File: src/rtl/imem_arbiter_pkg.sv
// Shared constants for the instruction-memory arbiter: FSM encodings,
// memory geometry and the instruction constants the fetch side reuses.
package imem_arbiter_pkg;

   localparam logic [1:0] ST_BOOT = 2'd0;
   localparam logic [1:0] ST_LOAD = 2'd1;
   localparam logic [1:0] ST_GO   = 2'd2;
   localparam logic [1:0] ST_RUN  = 2'd3;

   localparam int         MEM_DEPTH    = 64;
   localparam logic [6:0] LD_COUNT_MAX = 7'(MEM_DEPTH);

   // RV32I OP-IMM opcode and the canonical NOP (addi x0, x0, 0)
   localparam logic [6:0]  OPC_OP_IMM = 7'b0010011;
   localparam logic [31:0] INSN_NOP   = 32'h0000_0013;

   function automatic logic [7:0] word_addr(input logic [5:0] w);
      return {2'b00, w};
   endfunction

endpackage

File: src/rtl/imem_arbiter_starve.sv
// Counts consecutive cycles a pending debug read loses to fetch and flags
// when it has waited STARVE_MAX cycles so the arbiter can force a grant.
module starve_counter #(
   parameter int STARVE_MAX = 4
) (
   input  logic clk,
   input  logic rst,
   input  logic active,
   input  logic dbg_req,
   input  logic dbg_grant,
   output logic at_max
);

   localparam int CW = (STARVE_MAX < 1) ? 1 : $clog2(STARVE_MAX + 1);
   localparam logic [CW-1:0] CNT_MAX = CW'(STARVE_MAX);

   logic [CW-1:0] count_reg, count_next;

   // Only RUN-time denials count; loader phases leave debug idle by design.
   always_comb begin
      count_next = count_reg;
      if (!active || !dbg_req || dbg_grant)
         count_next = '0;
      else if (count_reg != CNT_MAX)
         count_next = count_reg + CW'(1);
   end

   always_ff @(posedge clk or posedge rst) begin
      if (rst)
         count_reg <= '0;
      else
         count_reg <= count_next;
   end

   assign at_max = (count_reg == CNT_MAX);

endmodule

File: src/rtl/imem_arbiter.sv
// Instruction memory arbiter: boots the program image from the loader,
// pulses start, then shares the read port between fetch and debug.
module imem_arbiter
   import imem_arbiter_pkg::*;
#(
   parameter int STARVE_MAX = 4
) (
   input  logic        clk,
   input  logic        rst,
   input  logic        fetch_req,
   input  logic [7:0]  fetch_addr,
   output logic        fetch_stall,
   input  logic        ld_valid,
   input  logic [31:0] ld_data,
   input  logic        ld_last,
   output logic        ld_ready,
   input  logic        dbg_req,
   input  logic [5:0]  dbg_addr,
   output logic        dbg_ready,
   output logic        dbg_rvalid,
   output logic [31:0] dbg_rdata,
   output logic [7:0]  mem_address,
   output logic [31:0] mem_data,
   output logic        mem_wren,
   input  logic [31:0] mem_q,
   output logic        start,
   output logic [6:0]  ld_count,
   output logic        ld_overflow
);

   logic [1:0]  state_reg, state_next;
   logic [6:0]  count_reg, count_next;
   logic        overflow_reg, overflow_next;
   logic        rvalid_reg;
   logic [31:0] rdata_reg;

   logic in_run, in_load, ld_full, ld_accept;
   logic starve_max, dbg_grant, fetch_grant;
   logic unused_byte_offset;

   assign unused_byte_offset = ^fetch_addr[1:0];

   assign in_run    = (state_reg == ST_RUN);
   assign in_load   = (state_reg == ST_BOOT) || (state_reg == ST_LOAD);
   assign ld_full   = (count_reg == LD_COUNT_MAX);
   assign ld_accept = !rst && in_load && ld_valid;

   // Fetch wins unless debug has been starved long enough.
   assign dbg_grant   = !rst && in_run && dbg_req && (!fetch_req || starve_max);
   assign fetch_grant = !rst && in_run && fetch_req && !dbg_grant;

   starve_counter #(
      .STARVE_MAX (STARVE_MAX)
   ) u_starve (
      .clk       (clk),
      .rst       (rst),
      .active    (in_run),
      .dbg_req   (dbg_req),
      .dbg_grant (dbg_grant),
      .at_max    (starve_max)
   );

   always_comb begin
      state_next    = state_reg;
      count_next    = count_reg;
      overflow_next = overflow_reg;
      case (state_reg)
         ST_BOOT, ST_LOAD: begin
            if (ld_valid) begin
               if (ld_full)
                  overflow_next = 1'b1;
               else
                  count_next = count_reg + 7'd1;
               state_next = ld_last ? ST_GO : ST_LOAD;
            end
         end
         ST_GO:   state_next = ST_RUN;
         default: state_next = state_reg;
      endcase
   end

   // BOOT shares the LOAD write path: ld_count is 0 there, so word 0 is hit.
   always_comb begin
      mem_address = '0;
      mem_data    = '0;
      mem_wren    = 1'b0;
      if (ld_accept) begin
         if (!ld_full) begin
            mem_wren    = 1'b1;
            mem_address = {1'b0, count_reg};
            mem_data    = ld_data;
         end
      end else if (dbg_grant) begin
         mem_address = word_addr(dbg_addr);
      end else if (fetch_grant) begin
         mem_address = word_addr(fetch_addr[7:2]);
      end
   end

   always_ff @(posedge clk or posedge rst) begin
      if (rst) begin
         state_reg    <= ST_BOOT;
         count_reg    <= '0;
         overflow_reg <= 1'b0;
         rvalid_reg   <= 1'b0;
         rdata_reg    <= '0;
      end else begin
         state_reg    <= state_next;
         count_reg    <= count_next;
         overflow_reg <= overflow_next;
         rvalid_reg   <= dbg_grant;
         if (rvalid_reg)
            rdata_reg <= mem_q;
      end
   end

   assign ld_ready    = !rst && in_load;
   assign fetch_stall = rst || !in_run || (fetch_req && dbg_grant);
   assign dbg_ready   = dbg_grant;
   assign dbg_rvalid  = rvalid_reg;
   assign dbg_rdata   = rvalid_reg ? mem_q : rdata_reg;
   assign start       = (state_reg == ST_GO);
   assign ld_count    = count_reg;
   assign ld_overflow = overflow_reg;

endmodule

File: config.mk
export PLATFORM = sky130hd
export DESIGN_NAME = imem_arbiter
export DESIGN_NICKNAME = d
export VERILOG_FILES = /design/src/rtl/imem_arbiter_pkg.sv /design/src/rtl/imem_arbiter_starve.sv /design/src/rtl/imem_arbiter.sv
export SDC_FILE = /design/constraint.sdc
export NUM_CORES = 1
export LEC_CHECK = 0
export ABC_AREA = 1
export BUFFER_PORTS_ARGS = -buffer_cell sky130_fd_sc_hd__buf_2
export CORE_MARGIN = 8
export CORE_UTILIZATION = 42
export CTS_BUF_LIST = sky130_fd_sc_hd__clkbuf_4 sky130_fd_sc_hd__clkbuf_8 sky130_fd_sc_hd__clkbuf_16
export CTS_CLUSTER_SIZE = 24
export DETAILED_ROUTE_END_ITERATION = 8
export GPL_TIMING_DRIVEN = 1
export HOLD_SLACK_MARGIN = 0.12
export PLACE_DENSITY = 0.78
export SYNTH_ARGS = -nofsm -noshare
export SYNTH_HDL_FRONTEND = slang
export SYNTH_SLANG_ARGS = --single-unit
File: constraint.sdc
create_clock -name clk -period 1.9 [get_ports clk]
set_input_delay 0.475 -clock clk [delete_from_list [all_inputs] [get_ports clk]]
set_output_delay 0.475 -clock clk [all_outputs]
set_load 0.03 [all_outputs]
# Word level (Yosys, flattened, before mapping)
# Index checks and enable logic that the tools add are counted.
[classes] eq_ne=7 reduce_logical=26 bitwise=1 n_addsub=2 mux=14
[ops] op="32-bit two-way mux" n=3
[ops] op="6-bit two-way mux" n=2
[ops] op="1-bit logical AND" n=8
[ops] op="8-bit two-way mux" n=1
[ops] op="7-bit by 1-bit adder with 7-bit output, second input constant" n=1
[ops] op="7-bit == test, second input constant" n=1
[ops] op="7-bit two-way mux" n=1
[ops] op="1-bit logical OR" n=6
[ops] op="3-bit two-way mux" n=2
[ops] op="3-bit AND reduction" n=2
[ops] op="1-bit logical NOT" n=5
[ops] op="2-bit == test, second input constant" n=2
[ops] op="2-bit two-way mux" n=2
[ops] op="2-bit case mux with 2 select lines" n=1
[ops] op="2-bit nonzero test" n=2
[ops] op="3-bit by 1-bit adder with 3-bit output, second input constant" n=1
[ops] op="3-bit == test, second input constant" n=1
[ops] op="3-bit inequality test, second input constant" n=1
[ops] op="2-bit by 1-bit == test with 1-bit output, second input constant" n=1
[ops] op="2-bit logical NOT" n=1
[ops] op="1-bit two-way mux" n=2
[ops] op="2-bit inequality test, second input constant" n=1
[ops] op="2-bit AND reduction" n=1
[ops] op="2-bit OR reduction" n=1
[ops] op="1-bit NOT" n=1
[word_totals] output_inout_bits=86 input_bits=84 elab_cells=56 regBits=46

# Longest topological paths before layout
[depth] ltp_word=9 ltp_mapped=9 ltp_nobuf=9

# Cells and area by module
# From an unflattened synthesis, not the netlist that was laid out.
[unflattened] hier_cells=277 area_unflattened_um2=2504.9
[by_module_without_submodules] mod="imem_arbiter" area_per_inst_um2=2299.7 cells_per_inst=247 n_inst=1
[by_module_without_submodules] mod="starve_counter" area_per_inst_um2=205.2 cells_per_inst=30 n_inst=1

# Least setup slack after synthesis
# Ideal clock, no wire load.
[synth_path] kind="register to output" startpoint="register count_reg[0] (netlist: ld_count[0])" endpoint="output port mem_data[10]" arrival_ps=1731 path_buffers=1 slack_ps=-306 path_stages_with_launch=9 cell_sequence="dfrtp_1 -> inv_1 -> ha_1 -> nand2_1 -> inv_1 -> nand3_4 -> nand2_4 -> buf_6 -> nor2_1"
[synth_via] elab_chain_cells=3
[synth_lines] item="start: declaration" line="imem_arbiter.sv:32" source="logic [6:0] count_reg, count_next;"
[synth_lines] item="start signal: assignment" line="imem_arbiter.sv:109" source="count_reg <= count_next;"
[synth_lines] item="7-bit == test" line="imem_arbiter.sv:45" source="assign ld_full = (count_reg == LD_COUNT_MAX);"
[synth_lines] item="32-bit two-way mux" line="imem_arbiter.sv:88" source="if (!ld_full) begin"
[synth_lines] item="32-bit two-way mux" line="imem_arbiter.sv:87" source="if (ld_accept) begin"
[synth_lines] item="end: declaration" line="imem_arbiter.sv:23" source="output logic [31:0] mem_data,"
# No other way between the ends.

# Worst setup path after layout
[layout_path] startpoint="register state_reg[1]" endpoint="output port mem_data[12]"
[layout_via] elab_chain_cells=5
[layout_lines] item="start: declaration" line="imem_arbiter.sv:31" source="logic [1:0] state_reg, state_next;"
[layout_lines] item="start signal: assignment" line="imem_arbiter.sv:108" source="state_reg <= state_next;"
[layout_lines] item="2-bit by 1-bit == test with 1-bit output or 2-bit logical NOT (tied branches)" line="imem_arbiter.sv:44" source="assign in_load = (state_reg == ST_BOOT) || (state_reg == ST_LOAD);"
[layout_lines] item="1-bit logical OR *" line="imem_arbiter.sv:44"
[layout_lines] item="1-bit logical AND * (2 in a row)" line="imem_arbiter.sv:46" source="assign ld_accept = !rst && in_load && ld_valid;"
[layout_lines] item="32-bit two-way mux *" line="imem_arbiter.sv:87"
# Every way passes the cells marked *; elsewhere a longest branch is shown, timed or not.

==> metrics.txt <==
FMAX=482 MHz; Core ar.=5850 sq um; clock latency on the worst-skew pair=290 ps; die height=93.1 microns; Setup crit end kind=output port; share of layout cells above drive strength 1=68.8%; DRC Markers=0; global route overflow=0; IO Port Bufs=166; CTS clk-pin slew, worst paths=90 ps; max reg flops=32; CP Class=reg2out; fill cell count=305; worst hold slack=291 ps; synthesized flop and latch total=46; R2R depth=11; worst vdd rail ir drop=0.746 mV; Max FO, Critical Path=6; crit share post-route=109%; DRT Pass-1 Iters=4; CTS max path bufs=2; Setup-failing EPs final=60; Cell Chain, Critical Path=inv_2 -> nand2_4 -> nor2_4 -> nand2_8 -> clkbuf_16 -> nor2_2 -> buf_6; run status=finished with violations; critical path's slowest cell=dfrtp_1; slowest stage delay, CP=420 ps; num ports=170; top_reg_cell synth=dfrtp_1; post-DP HPWL=6190 microns; Critical Path RT=1420 ps; initial antenna violation count=0; DR vias=2699; Nets=568; Placer Congestion=0.822; Data arrival, critical path=1600 ps; Syn Inst Count=271; Top Family by Delay on Critical Path=simple AND/OR/NAND/NOR gates; largest net degree at the start of global routing=47; Crit path buffers/inverters=3; hold crit path type=in2async; syn_area_per_cell=9.22 sq um; number of CTS-inserted buffers=5; Tot Pwr=3.39 mW; CTS tree=yes; post-route setup slack=-175 ps; Max-Cap Viols=0; Post-synth EDFFs=0; max-slew violations=0; clk sinks=46; post-route cell area=4860 sq um; pre-CTS WS=67.1 ps; total wire length=10200 microns; Final ANT Viol Nets=0; wire per inst=18.4 microns; sequential share of the synthesized area=46.1%; placed cell areas=3560 sq um; hold-fix buffers at CTS=0; n_diodes=0; vias in the first global route=2758; post-synth net total=359; Setup Skew=8.74 ps; pwr dens=697 nW/um^2; ys async rst share=100%; min cycle time layout=2080 ps; H-tree Lvls=2; Netlist cell types=27; Core Rows=28; leakage=2.61 nW; initial drt markers=114; first-pass GRT wire length=13900 microns; RSZ-0062 raised after global routing=yes; Hold Vio Cnt, Final=0; Area Overhead vs Synth=94.4%; failing checks=negative setup slack; DR vias/cell=4.85; chip width=93.1 microns; critical path depth in cells=7; Initial Utilization=42.7%; Syn Std Cell Area=2500 sq um; crit start category=register; die area=8670 sq um; All-Layer GR Usage=20.0%; CTS Root Cell=clkbuf_8; Warnings, synthesis=0
## through the flow
| step | TNS [ps] | std cells | utilization [%] |
|---|---|---|---|
| final | -8050 | 556 | 83.0 |
| after global routing | -12020 | 556 | 83.0 |
| after CTS | -6040 | 542 | 75.4 |
| after detailed placement | 0 | 518 | 60.9 |
| after global placement | 0 | 518 | 60.9 |
| after floorplan | -1970 | 271 | - |
## cell type report
class / count / area [sq um] / share of cell area [%]
timing repair buffer: 213 / 1840 / 37.9
multi-input combinational: 165 / 1470 / 30.3
sequential: 46 / 1150 / 23.8
inverter: 49 / 186 / 3.84
tap: 75 / 93.8 / 1.93
clock buffer: 5 / 68.8 / 1.42
clock inverter: 3 / 43.8 / 0.901
## cell usage in the layout (no fill, tap or decap), drive strengths merged
master,n
inv,50
nor3,1
conb,1
bufinv,1
xnor2,3
xor2,3
mux2,32
nand4,6
clkinv,1
buf,209
nand2,46
dfrtp,46
nand3,20
ha,4
o21ai,4
o21bai,1
nor2,44
clkbuf,9
## cell usage after synthesis, drive strengths merged, types with 2 or more instances
| cell type | number | area (sq um) |
|---|---|---|
| clkbuf | 2 | 7.51 |
| mux2 | 32 | 360 |
| nor2 | 44 | 220 |
| dfrtp | 46 | 1150 |
| o21ai | 4 | 20.0 |
| nand3 | 20 | 118 |
| nand2 | 46 | 203 |
| xnor2 | 3 | 26.3 |
| inv | 49 | 184 |
| ha | 4 | 50.1 |
| buf | 9 | 73.8 |
| nand4 | 6 | 37.5 |
| xor2 | 3 | 26.3 |
## cells by family (layout without fill, tap and decap cells)
group                    Yosys count  after routing  share of synthesized area, %
AO/OA/AOI/OAI                      5              5                          1.10
XOR/XNOR                           6              6                          2.10
adder cells (fa/ha/maj)            4              4                          2.00
buffers and inverters             60            270                          10.6
flip-flops                        46             46                          46.1
multiplexers                      32             32                          14.4
other                              1              1                         0.150
AND/OR/NAND/NOR                  117            117                          23.5
## timing repair
item / CTS / global route
pin swaps: 6 / 5
gates resized for setup: 163 / 98
setup buffers: 12 / 11
cloned: 4 / 3
endpoints found under the setup margin: 74 / 73
## routing by layer
metal	part of all wire, %	up-vias	wire length, microns	global-route usage (%)
met5	0	-	0	0
met1	36	1323	3720	21.6
li1	-	1253	-	-
met2	56	97	5730	38.3
met3	4.5	26	456	3.29
met4	3.3	0	335	6.44
## power by group
part           internal [mW]  total (mW)  switching (mW)
clock network          0.394       0.733           0.339
logic                  0.716        1.45           0.738
registers               1.14        1.20          0.0636
total                   2.25        3.39            1.14
## final timing paths
check                        startpoint           end  slack (ps)
hold / removal                      rst  state_reg[1]         290
max in group asynchronous           rst   ld_count[0]        1370
setup / recovery           state_reg[1]  mem_data[12]        -180
hold reg to reg            rdata_reg[6]  rdata_reg[6]         510
min in group clk                ld_last  state_reg[1]         420
setup reg to reg            ld_count[0]   ld_count[6]         370
## worst reg2reg max path: stages (launching register included)
cell and delay [ps]:
dfrtp_2 410, inv_2 80, ha_4 130, nand2_2 40, inv_2 60, nand3_4 100
buf_6 160, buf_4 140, nand2_4 110, inv_2 80, nand2_1 70, nand2_1 40
Power figures use the tool's default switching activity.
